<file path="src/rtl/alu_seq.sv">
// Handshaked ALU with registered results, branch flag and optional iterative divider.
// Define ALU_DIVIDER_EN to build MOD/DIV as a WIDTH-cycle restoring divider.
module alu_seq #(
  parameter int WIDTH     = 8,
  parameter int SHAMT_IMM = 4
) (
  input  logic             CLK,
  input  logic             reset,
  input  logic             inValid,
  output logic             inReady,
  input  logic [4:0]       OP,
  input  logic [WIDTH-1:0] inOne,
  input  logic [WIDTH-1:0] inTwo,
  input  logic             fourShift,
  output logic             outValid,
  output logic [WIDTH-1:0] result,
  output logic             branchCompPass,
  output logic             divByZero,
  output logic             fsm_state
);

  // Handshake: a request transfers on a rising edge where inValid && inReady;
  // outValid is a single-cycle pulse with no backpressure from the consumer.

  localparam logic [4:0] OP_ADD   = 5'b00000;
  localparam logic [4:0] OP_SUB   = 5'b00001;
  localparam logic [4:0] OP_SLL   = 5'b00010;
  localparam logic [4:0] OP_SRL   = 5'b00011;
  localparam logic [4:0] OP_AND   = 5'b00100;
  localparam logic [4:0] OP_SEQ   = 5'b00101;
  localparam logic [4:0] OP_SLRA  = 5'b00110;
  localparam logic [4:0] OP_PASSA = 5'b00111;
  localparam logic [4:0] OP_PASSB = 5'b01000;
  localparam logic [4:0] OP_MOD   = 5'b01001;
  localparam logic [4:0] OP_DIV   = 5'b01010;
  localparam logic [4:0] OP_BZ    = 5'b10100;
  localparam logic [4:0] OP_BNZ   = 5'b11000;

  localparam logic [WIDTH-1:0] WIDTH_V = WIDTH'(WIDTH);
  localparam logic [WIDTH-1:0] SHAMT_V = WIDTH'(SHAMT_IMM);

  logic             accept;
  logic [WIDTH-1:0] amt;
  logic [WIDTH-1:0] alu_res;
  logic             alu_bcp;
  logic             alu_dbz;

  assign accept = inValid && inReady;

  // Single-cycle result; for MOD/DIV this is only used when the divider is bypassed.
  always_comb begin
    alu_res = '0;
    alu_bcp = 1'b0;
    alu_dbz = 1'b0;
    amt     = fourShift ? SHAMT_V : inTwo;
    case (OP)
      OP_ADD:   alu_res = inOne + inTwo;
      OP_SUB:   alu_res = inOne - inTwo;
      OP_SLL:   alu_res = (amt >= WIDTH_V) ? '0 : (inOne << amt);
      OP_SRL:   alu_res = (amt >= WIDTH_V) ? '0 : (inOne >> amt);
      OP_AND:   alu_res = inOne & inTwo;
      OP_SEQ:   alu_res = {{(WIDTH-1){1'b0}}, inOne == inTwo};
      OP_SLRA:  alu_res = (inOne << 4) + inTwo;
      OP_PASSA: alu_res = inOne;
      OP_PASSB: alu_res = inTwo;
      OP_MOD: begin
`ifdef ALU_DIVIDER_EN
        alu_res = (inTwo == '0) ? inOne : '0;
`endif
        alu_dbz = (inTwo == '0);
      end
      OP_DIV: begin
`ifdef ALU_DIVIDER_EN
        alu_res = (inTwo == '0) ? '1 : '0;
`endif
        alu_dbz = (inTwo == '0);
      end
      OP_BZ: begin
        if (inOne == '0) begin
          alu_res = inTwo;
          alu_bcp = 1'b1;
        end
      end
      OP_BNZ: begin
        if (inOne != '0) begin
          alu_res = inTwo;
          alu_bcp = 1'b1;
        end
      end
      default: ;
    endcase
  end

`ifdef ALU_DIVIDER_EN
  typedef enum logic {ST_IDLE = 1'b0, ST_DIV = 1'b1} state_t;
  localparam int CW = $clog2(WIDTH);

  state_t           state, state_nxt;
  logic [CW-1:0]    count;
  logic [WIDTH-1:0] dvd, dvs, rem, rem_nxt, dvd_nxt;
  logic [WIDTH:0]   rem_sh;
  logic             qbit, last, start_div, is_mod;

  assign start_div = accept && ((OP == OP_MOD) || (OP == OP_DIV)) && (inTwo != '0);
  assign last      = (count == CW'(WIDTH - 1));
  assign inReady   = (state == ST_IDLE) && !reset;
  assign fsm_state = (state == ST_DIV);

  // Quotient bits shift into the dividend register as its MSBs are consumed.
  always_comb begin
    rem_sh  = {rem, dvd[WIDTH-1]};
    qbit    = (rem_sh >= {1'b0, dvs});
    rem_nxt = qbit ? WIDTH'(rem_sh - {1'b0, dvs}) : rem_sh[WIDTH-1:0];
    dvd_nxt = {dvd[WIDTH-2:0], qbit};
  end

  always_ff @(posedge CLK) begin
    if (reset) state <= ST_IDLE;
    else       state <= state_nxt;
  end

  always_comb begin
    state_nxt = state;
    case (state)
      ST_IDLE: if (start_div) state_nxt = ST_DIV;
      ST_DIV:  if (last)      state_nxt = ST_IDLE;
      default: state_nxt = ST_IDLE;
    endcase
  end

  always_ff @(posedge CLK) begin
    if (reset) begin
      result         <= '0;
      outValid       <= 1'b0;
      branchCompPass <= 1'b0;
      divByZero      <= 1'b0;
      count          <= '0;
      dvd            <= '0;
      dvs            <= '0;
      rem            <= '0;
      is_mod         <= 1'b0;
    end else begin
      outValid <= 1'b0;
      if (start_div) begin
        dvd    <= inOne;
        dvs    <= inTwo;
        rem    <= '0;
        count  <= '0;
        is_mod <= (OP == OP_MOD);
      end else if (accept) begin
        result         <= alu_res;
        branchCompPass <= alu_bcp;
        divByZero      <= alu_dbz;
        outValid       <= 1'b1;
      end else if (state == ST_DIV) begin
        dvd   <= dvd_nxt;
        rem   <= rem_nxt;
        count <= count + 1'b1;
        if (last) begin
          result         <= is_mod ? rem_nxt : dvd_nxt;
          branchCompPass <= 1'b0;
          divByZero      <= 1'b0;
          outValid       <= 1'b1;
          count          <= '0;
        end
      end
    end
  end
`else
  assign inReady   = !reset;
  assign fsm_state = 1'b0;

  always_ff @(posedge CLK) begin
    if (reset) begin
      result         <= '0;
      outValid       <= 1'b0;
      branchCompPass <= 1'b0;
      divByZero      <= 1'b0;
    end else begin
      outValid <= accept;
      if (accept) begin
        result         <= alu_res;
        branchCompPass <= alu_bcp;
        divByZero      <= alu_dbz;
      end
    end
  end
`endif

endmodule

</file>
<file path="config.mk">
export PLATFORM = sky130hd
export DESIGN_NAME = alu_seq
export DESIGN_NICKNAME = d
export VERILOG_FILES = /design/src/rtl/alu_seq.sv
export SDC_FILE = /design/constraint.sdc
export NUM_CORES = 1
export LEC_CHECK = 0
export ABC_AREA = 1
export BUFFER_PORTS_ARGS = -buffer_cell sky130_fd_sc_hd__buf_2
export CORE_ASPECT_RATIO = 1.2
export CORE_MARGIN = 2
export CORE_UTILIZATION = 63
export CTS_CLUSTER_DIAMETER = 200
export DETAILED_ROUTE_END_ITERATION = 8
export GPL_ROUTABILITY_DRIVEN = 0
export MAX_ROUTING_LAYER = met4
export PLACE_DENSITY = 0.95
export SLEW_MARGIN = 30
export SYNTH_ARGS = -nofsm -noshare
export SYNTH_HDL_FRONTEND = slang
export SYNTH_SLANG_ARGS = --single-unit
</file>
<file path="constraint.sdc">
create_clock -name CLK -period 4.2 [get_ports CLK]
set_input_delay 0.21 -clock CLK [delete_from_list [all_inputs] [get_ports CLK]]
set_output_delay 0.21 -clock CLK [all_outputs]
set_load 0.005 [all_outputs]
</file>
==> results.txt, run 1 <==
----------------------------------------------------
[Die]
  Vertical extent of the die ... 71.5 um
  Area enclosed by the die boundary ... 0.00431 sq mm
  Initial cell density of the core ... 0.659
  Core Area ... 0.00363 sq mm
  Total number of placement rows ... 24
  Die width ... 60.3 um
  I/O pin cnt ... 38

[Power]
  Leakage ... 1.41 nW
  Fraction of power spent switching nets ... 0.440
  Pwr dens ... 169 mW/mm^2
  Clock network fraction of design power ... 0.246
  Combinational group share of total power ... 0.507
  Proportion of power drawn by flip-flops and latches ... 0.247
  Post-layout power ... 0.441 mW
  IR Drop Worst-Case VDD ... 0.0853 mV
  Cell-internal power ... 0.247 mW
  Net switching power of the design ... 0.194 mW

[Global routing]
  Global Route Usage Sum ... 0.354
  Number of antenna violations at the first check in global routing ... 0
  Via count of the first global-routing pass ... 2731
  Largest net degree at the start of global routing ... 17
  Total overflow reported by the global router ... 0
  First-pass GRT wire length ... 11700 um

[Outcome]
  Run status ... finished, final reports clean

[Yosys]
  Post-Synthesis Cell Area ... 0.00239 sq mm
  Prevailing post-synth register cell ... dfxtp_1
  Top post-synthesis cells by count ... 144 x nand2_1, 56 x nand3_1, 48 x inv_1, 37 x nor2_1, 24 x a21oi_1
  Part of the Yosys area used for sequential elements ... 0.0920
  Area contributors post-synth ... nand2_1 23%, nand3_1 12%, ha_1 9.4%
  Post-synth EDFFs ... 0
  Synthesized instance count ... 433
  Top cell type by total area after synthesis ... nand2_1
  Number of warnings reported in the yosys synthesis log ... 0
  Yosys top cell area share ... 0.226
  Total nets after synthesis ... 479
  Proportion of register bits with asynchronous set or reset after synthesis ... 0
  Synthesized area per cell ... 5.53 sq um
  Cell variety after synth ... 42
  #FFs+latches synth ... 11
  Most common cell in the netlist ... nand2_1

[Detailed routing]
  Drt pass-1 iters ... 5
  Residual antenna-violating net count after detailed routing ... 0
  Number of vias per cell after detailed routing ... 5.93
  DRC violation count after routing ... 0
  Routed vias ... 3055
  Routed length per placed instance ... 13.6 um
  Number of DRC violations after detailed-routing iteration 0 ... 372
  Total Routed Length ... 7020 um

[Worst setup path]
  Internal reg-to-reg setup slack ... 3.54 ns
  Kind of cell adding the most delay to the critical path ... simple AND/OR/NAND/NOR gates
  Critical path peak fanout ... 13
  Buffering stage count on the worst path with inverters included ... 3
  Most common cell on crit path ... nand2_1
  Critical Path Max Stage Delay ... 0.58 ns
  Launch instance of the worst register-to-register path ... result[6]
  Worst Setup SP ... inTwo[0]
  Crit. path cell count ... 12
  Critical path cell sequence ... buf_2, inv_1, nor2_1, inv_2, nand3_1, o21ai_2, o21ai_0, nand2_1, nand3_1, nand2_1, nand2_1, a21oi_2
  Arrival @ worst endpoint ... 2.15 ns
  Crit path capture type ... flip-flop
  Class of the most critical setup path ... in -> reg
  Worst-path cell with the longest stage delay ... nor2_1
  Cells on worst reg2reg path ... 2
  Worst Setup EP ... result[0]
  Crit Reg-Reg Endpoint ... result[6]
  Critical path launch point type ... input pin
  Worst Path Required ... 4.33 ns

[Clock tree]
  Number of gates given a new drive strength after cts ... 0
  Reg clk slew, reported paths ... 0.05 ns
  Clock Sinks ... 11
  Number of post-CTS setup repair buffers ... 0
  Number of buffers created by CTS ... 3
  Number of hold-repair buffers added at the cts stage ... 0
  # H-tree levels ... 1
  TritonCTS clock tree ... yes
  Clk Tree Root Cell ... clkbuf_8
  Insertion delay of the later-clocked pin in the worst-skew pair ... 0.24 ns
  Number of buffers between clock root and the deepest sink ... 2

[Finish]
  Final Net Count ... 510
  Area added between synthesis and finish ... 9.15%
  Number of inserted diodes ... 0
  Fraction of final layout cells sized beyond drive strength 1 ... 0.160
  Count of fill cells added during filler insertion ... 317
  Summed area of non-filler cells in the final layout ... 0.00261 sq mm

[Worst hold path]
  Type of the tightest min-delay check ... in -> reg
  Worst Hold Launch ... inValid

[Timing]
  Top achievable clock speed ... 495 MHz
  Setup tns final ... 0 ns
  Time the worst path needs with I/O delays and setup ... 2.02 ns
  Worst max-slew margin expressed relative to the limit ... 0.493
  Final hold violations ... 0
  Tightest Pin Transition ... 0.758 ns
  Post-route clock skew ... 0 ns
  Setup Viol. Count Final ... 0
  Final worst path period share ... 0.481
  Slew Limit Fails ... 0
  Unrepaired setup endpoints after global routing ... false

[Flow run]
  Max Cap Viol ... 0

[Placement]
  Final HPWL DP ... 5590 um
  Count of port buffers added during placement ... 36
  Post-DP Area ... 0.00257 sq mm

----------------------------------------------------
==> per-layer routing <==
metal / vias up / GRT usage / routed length (um)
met5: - / - / 0
met4: 0 / 0.183 / 359
met3: 42 / 0.0415 / 620
met2: 201 / 0.557 / 3390
met1: 1341 / 0.438 / 2650
li1: 1471 / - / -
==> state kept, by name, summed over array words and instances, names as in the netlist <==
register and flops:
branchCompPass 1, divByZero 1, result 8, outValid 1
==> area by class of cell <==
| class | instances | area, sq um | area share |
|---|---|---|---|
| clock buffers | 4 | 45.0 | 0.0172 |
| multi-input cells | 354 | 1880 | 0.720 |
| flip-flops and latches | 11 | 220 | 0.0843 |
| repair buffers | 36 | 180 | 0.0690 |
| inverters | 58 | 220 | 0.0843 |
| well taps | 52 | 65.1 | 0.0249 |
==> worst min path at each step <==
stage / endpoint / slack [ns] / cells past startpoint
global route: divByZero / 0.20 / 2
CTS: divByZero / 0.20 / 2
global placement: divByZero / 0.43 / 2
detailed placement: divByZero / 0.44 / 2
floorplan: divByZero / 0.30 / 1
finish: divByZero / 0.20 / 2
==> through the flow <==
stage / utilization / hold slack, ns / instances / setup slack (ns)
3_3_place_gp: 0.707 / 0.433 / 511 / 2.07
5_1_grt: 0.719 / 0.199 / 515 / 2.05
2_1_floorplan: - / 0.304 / 433 / 2.53
3_5_place_dp: 0.707 / 0.437 / 511 / 2.00
4_1_cts: 0.719 / 0.197 / 515 / 2.23
6_report: 0.719 / 0.198 / 515 / 2.18
==> kinds of logic after synthesis <==
family / synth area share
other: 0.00157
buffers and inverters: 0.122
AND/OR/NAND/NOR: 0.536
AO/OA/AOI/OAI: 0.118
adder cells (fa/ha/maj): 0.119
flip-flops: 0.0920
XOR/XNOR: 0.0110
==> power groups by stage <==
stage | combinational [mW] | clock (mW) | sequential (mW)
after floorplan | 0.156 | 0 | 0.111
after global placement | 0.211 | 0 | 0.111
after detailed placement | 0.216 | 0 | 0.111
after CTS | 0.217 | 0.107 | 0.109
after global routing | 0.249 | 0.112 | 0.109
final | 0.223 | 0.109 | 0.109
==> cell usage in the layout (no fill, tap or decap), types with 5 or more instances in the layout <==
cell	instances
inv_2	7
inv_1	48
dfxtp_1	11
nor2_1	37
nand2_1	144
ha_1	18
a21oi_1	24
o21ai_0	9
nor2_2	7
nand2_2	5
buf_2	36
nand4_1	16
nand3_1	56
Power figures use the tool's default switching activity.
==> inputs of run 2 (changes only) <==
--- a/config.mk
+++ b/config.mk
@@ -9,12 +9,12 @@
 export BUFFER_PORTS_ARGS = -buffer_cell sky130_fd_sc_hd__buf_2
 export CORE_ASPECT_RATIO = 1.2
 export CORE_MARGIN = 2
-export CORE_UTILIZATION = 63
+export CORE_UTILIZATION = 58
 export CTS_CLUSTER_DIAMETER = 200
 export DETAILED_ROUTE_END_ITERATION = 8
 export GPL_ROUTABILITY_DRIVEN = 0
 export MAX_ROUTING_LAYER = met4
-export PLACE_DENSITY = 0.95
+export PLACE_DENSITY = 0.89
 export SLEW_MARGIN = 30
 export SYNTH_ARGS = -nofsm -noshare
 export SYNTH_HDL_FRONTEND = slang
==> constraint.sdc (replaced) <==
create_clock -name CLK -period 1.92 [get_ports CLK]
set_input_delay 0.096 -clock CLK [delete_from_list [all_inputs] [get_ports CLK]]
set_output_delay 0.096 -clock CLK [all_outputs]
set_load 0.005 [all_outputs]
==> results.txt, run 2 (same netlist as run 1, synthesis figures left out) <==
----------------------------------------------------
[Worst setup path]
  Class of the most critical setup path ... in -> reg
  Launch instance of the worst register-to-register path ... branchCompPass
  Arrival @ worst endpoint ... 1.90 ns
  Worst-path cell with the longest stage delay ... fa_2
  Critical path launch point type ... input pin
  Worst Path Required ... 2.05 ns
  Critical path cell sequence ... buf_2, inv_1, ha_1, inv_1, fa_2, inv_1, nor2_1, o21ai_1, nand4_1, nor2_1, nand2_1, nor2_1, nand2_1, nand2_1, a21oi_1
  Crit path capture type ... flip-flop
  Cells on worst reg2reg path ... 2
  Internal reg-to-reg setup slack ... 1.23 ns
  Worst Setup SP ... inOne[0]
  Critical Path Max Stage Delay ... 0.36 ns
  Crit Reg-Reg Endpoint ... branchCompPass
  Critical path peak fanout ... 3

[Timing]
  Final hold violations ... 0
  Post-route clock skew ... 0 ns
  Unrepaired setup endpoints after global routing ... false
  Top achievable clock speed ... 565 MHz
  Final worst path period share ... 0.922
  Setup Viol. Count Final ... 0
  Slew Limit Fails ... 0
  Time the worst path needs with I/O delays and setup ... 1.77 ns

[Clock tree]
  Insertion delay of the later-clocked pin in the worst-skew pair ... 0.24 ns
  Number of hold-repair buffers added at the cts stage ... 0
  Number of post-CTS setup repair buffers ... 0
  Clock Sinks ... 11
  Number of buffers between clock root and the deepest sink ... 2
  Reg clk slew, reported paths ... 0.05 ns
  Clk Tree Root Cell ... clkbuf_8
  TritonCTS clock tree ... yes
  # H-tree levels ... 1
  Number of gates given a new drive strength after cts ... 0
  Number of buffers created by CTS ... 3

[Detailed routing]
  Number of DRC violations after detailed-routing iteration 0 ... 510
  Routed length per placed instance ... 14.8 um
  Drt pass-1 iters ... 7
  Routed vias ... 3171
  Residual antenna-violating net count after detailed routing ... 0
  Number of vias per cell after detailed routing ... 5.97
  Total Routed Length ... 7840 um
  DRC violation count after routing ... 0

[Finish]
  Register containing the most flip-flops in the final layout ... result
  Area of the multi-input gates ... 0.00188 sq mm
  Fraction of final layout cells sized beyond drive strength 1 ... 0.187
  Final Net Count ... 524
  Flip-flop count of the largest register after layout ... 8
  Area of all sequential standard cells ... 220 sq um
  Count of fill cells added during filler insertion ... 365
  Number of cells in the finished layout apart from fillers ... 531
  Final design utilization ... 0.691
  Area added between synthesis and finish ... 13.7%
  Summed area of non-filler cells in the final layout ... 0.00272 sq mm
  Commonest cells after routing, fill and taps aside ... 144 x nand2_1, 56 x nand3_1, 48 x inv_1
  Most frequent standard cell in the layout excluding fill and tap cells ... nand2_1
  Number of inserted diodes ... 0

[Power]
  Pwr dens ... 376 mW/mm^2
  Cell-internal power ... 0.568 mW
  Combinational group share of total power ... 0.523
  Leakage ... 1.48 nW
  Net switching power of the design ... 0.456 mW
  IR Drop Worst-Case VDD ... 0.213 mV
  Post-layout power ... 1.02 mW
  Proportion of power drawn by flip-flops and latches ... 0.233
  Fraction of power spent switching nets ... 0.445
  Clock network fraction of design power ... 0.244

[Global routing]
  Total overflow reported by the global router ... 0
  Largest net degree at the start of global routing ... 17
  Via count of the first global-routing pass ... 2895
  First-pass GRT wire length ... 13000 um
  Number of antenna violations at the first check in global routing ... 0
  Global Route Usage Sum ... 0.360

[Die]
  I/O pin cnt ... 38
  Core Area ... 0.00394 sq mm
  Total number of placement rows ... 25
  Die width ... 62.6 um
  Vertical extent of the die ... 74.4 um
  Initial cell density of the core ... 0.607
  Area enclosed by the die boundary ... 0.00466 sq mm

[Placement]
  Count of port buffers added during placement ... 36
  Final HPWL DP ... 6260 um
  Total instance count after detailed placement ... 527
  Post-DP Area ... 0.00268 sq mm

[Worst hold path]
  Worst Hold Launch ... inValid
  Worst hold path endpoint ... divByZero
  Type of the tightest min-delay check ... in -> reg
  Hold path depth ... 2

[Flow run]
  Max Cap Viol ... 0

[Outcome]
  Run status ... finished, final reports clean

----------------------------------------------------
[run 2: cell count changes in the layout (fill, tap and decap cells not counted)]
| cell | previous run | this run |
|---|---|---|
| fa_1 | 3 | 2 |
| fa_2 | 0 | 1 |
| buf_4 | 0 | 14 |
| o21ai_1 | 1 | 2 |
| o21ai_0 | 9 | 8 |
[run 2: how the worst max path moves through the flow]
stage                     cells after the start  slack, ns   endpoint
after floorplan                              16       0.36  result[6]
after global placement                       15       0.03  result[2]
after detailed placement                     15      -0.08  result[2]
after CTS                                    15       0.11  result[2]
after global routing                         12       0.05  result[7]
final                                        15       0.15  result[2]
[run 2: routing by layer]
metal  up-vias  part of all wire  track usage
met5         -                 0            -
met4         0             0.086        0.296
met3        74             0.085       0.0408
met2       220              0.46        0.602
met1      1380              0.37        0.392
li1       1497                 -            -
[run 2: power by group through the flow]
stage | clock, mW | combinational [mW] | sequential, mW
5_1_grt | 0.256 | 0.591 | 0.239
4_1_cts | 0.241 | 0.517 | 0.238
3_5_place_dp | 0 | 0.514 | 0.243
2_1_floorplan | 0 | 0.342 | 0.244
3_3_place_gp | 0 | 0.498 | 0.243
6_report | 0.250 | 0.535 | 0.238
[run 2: cell type report]
cell class                 count  share of cell area
tap                           54              0.0248
sequential                    11              0.0809
timing repair buffer          50               0.105
inverter                      58              0.0809
clock buffer                   4              0.0165
multi-input combinational    354               0.692
[run 2: worst max-delay path: cells and delay by family]
kind | cells | cell delay [ns]
buffers and inverters | 4 | 0.36
AO/OA/AOI/OAI | 2 | 0.24
AND/OR/NAND/NOR | 7 | 0.67
adder cells (fa/ha/maj) | 2 | 0.53
[run 2: per-stage QoR]
step	setup TNS, ns	setup WS [ns]	hold WS [ns]
2_1_floorplan	0	0.364	0.190
6_report	0	0.150	0.0731
5_1_grt	0	0.0500	0.0836
4_1_cts	0	0.108	0.0794
3_5_place_dp	-0.0781	-0.0781	0.328
3_3_place_gp	0	0.0316	0.317
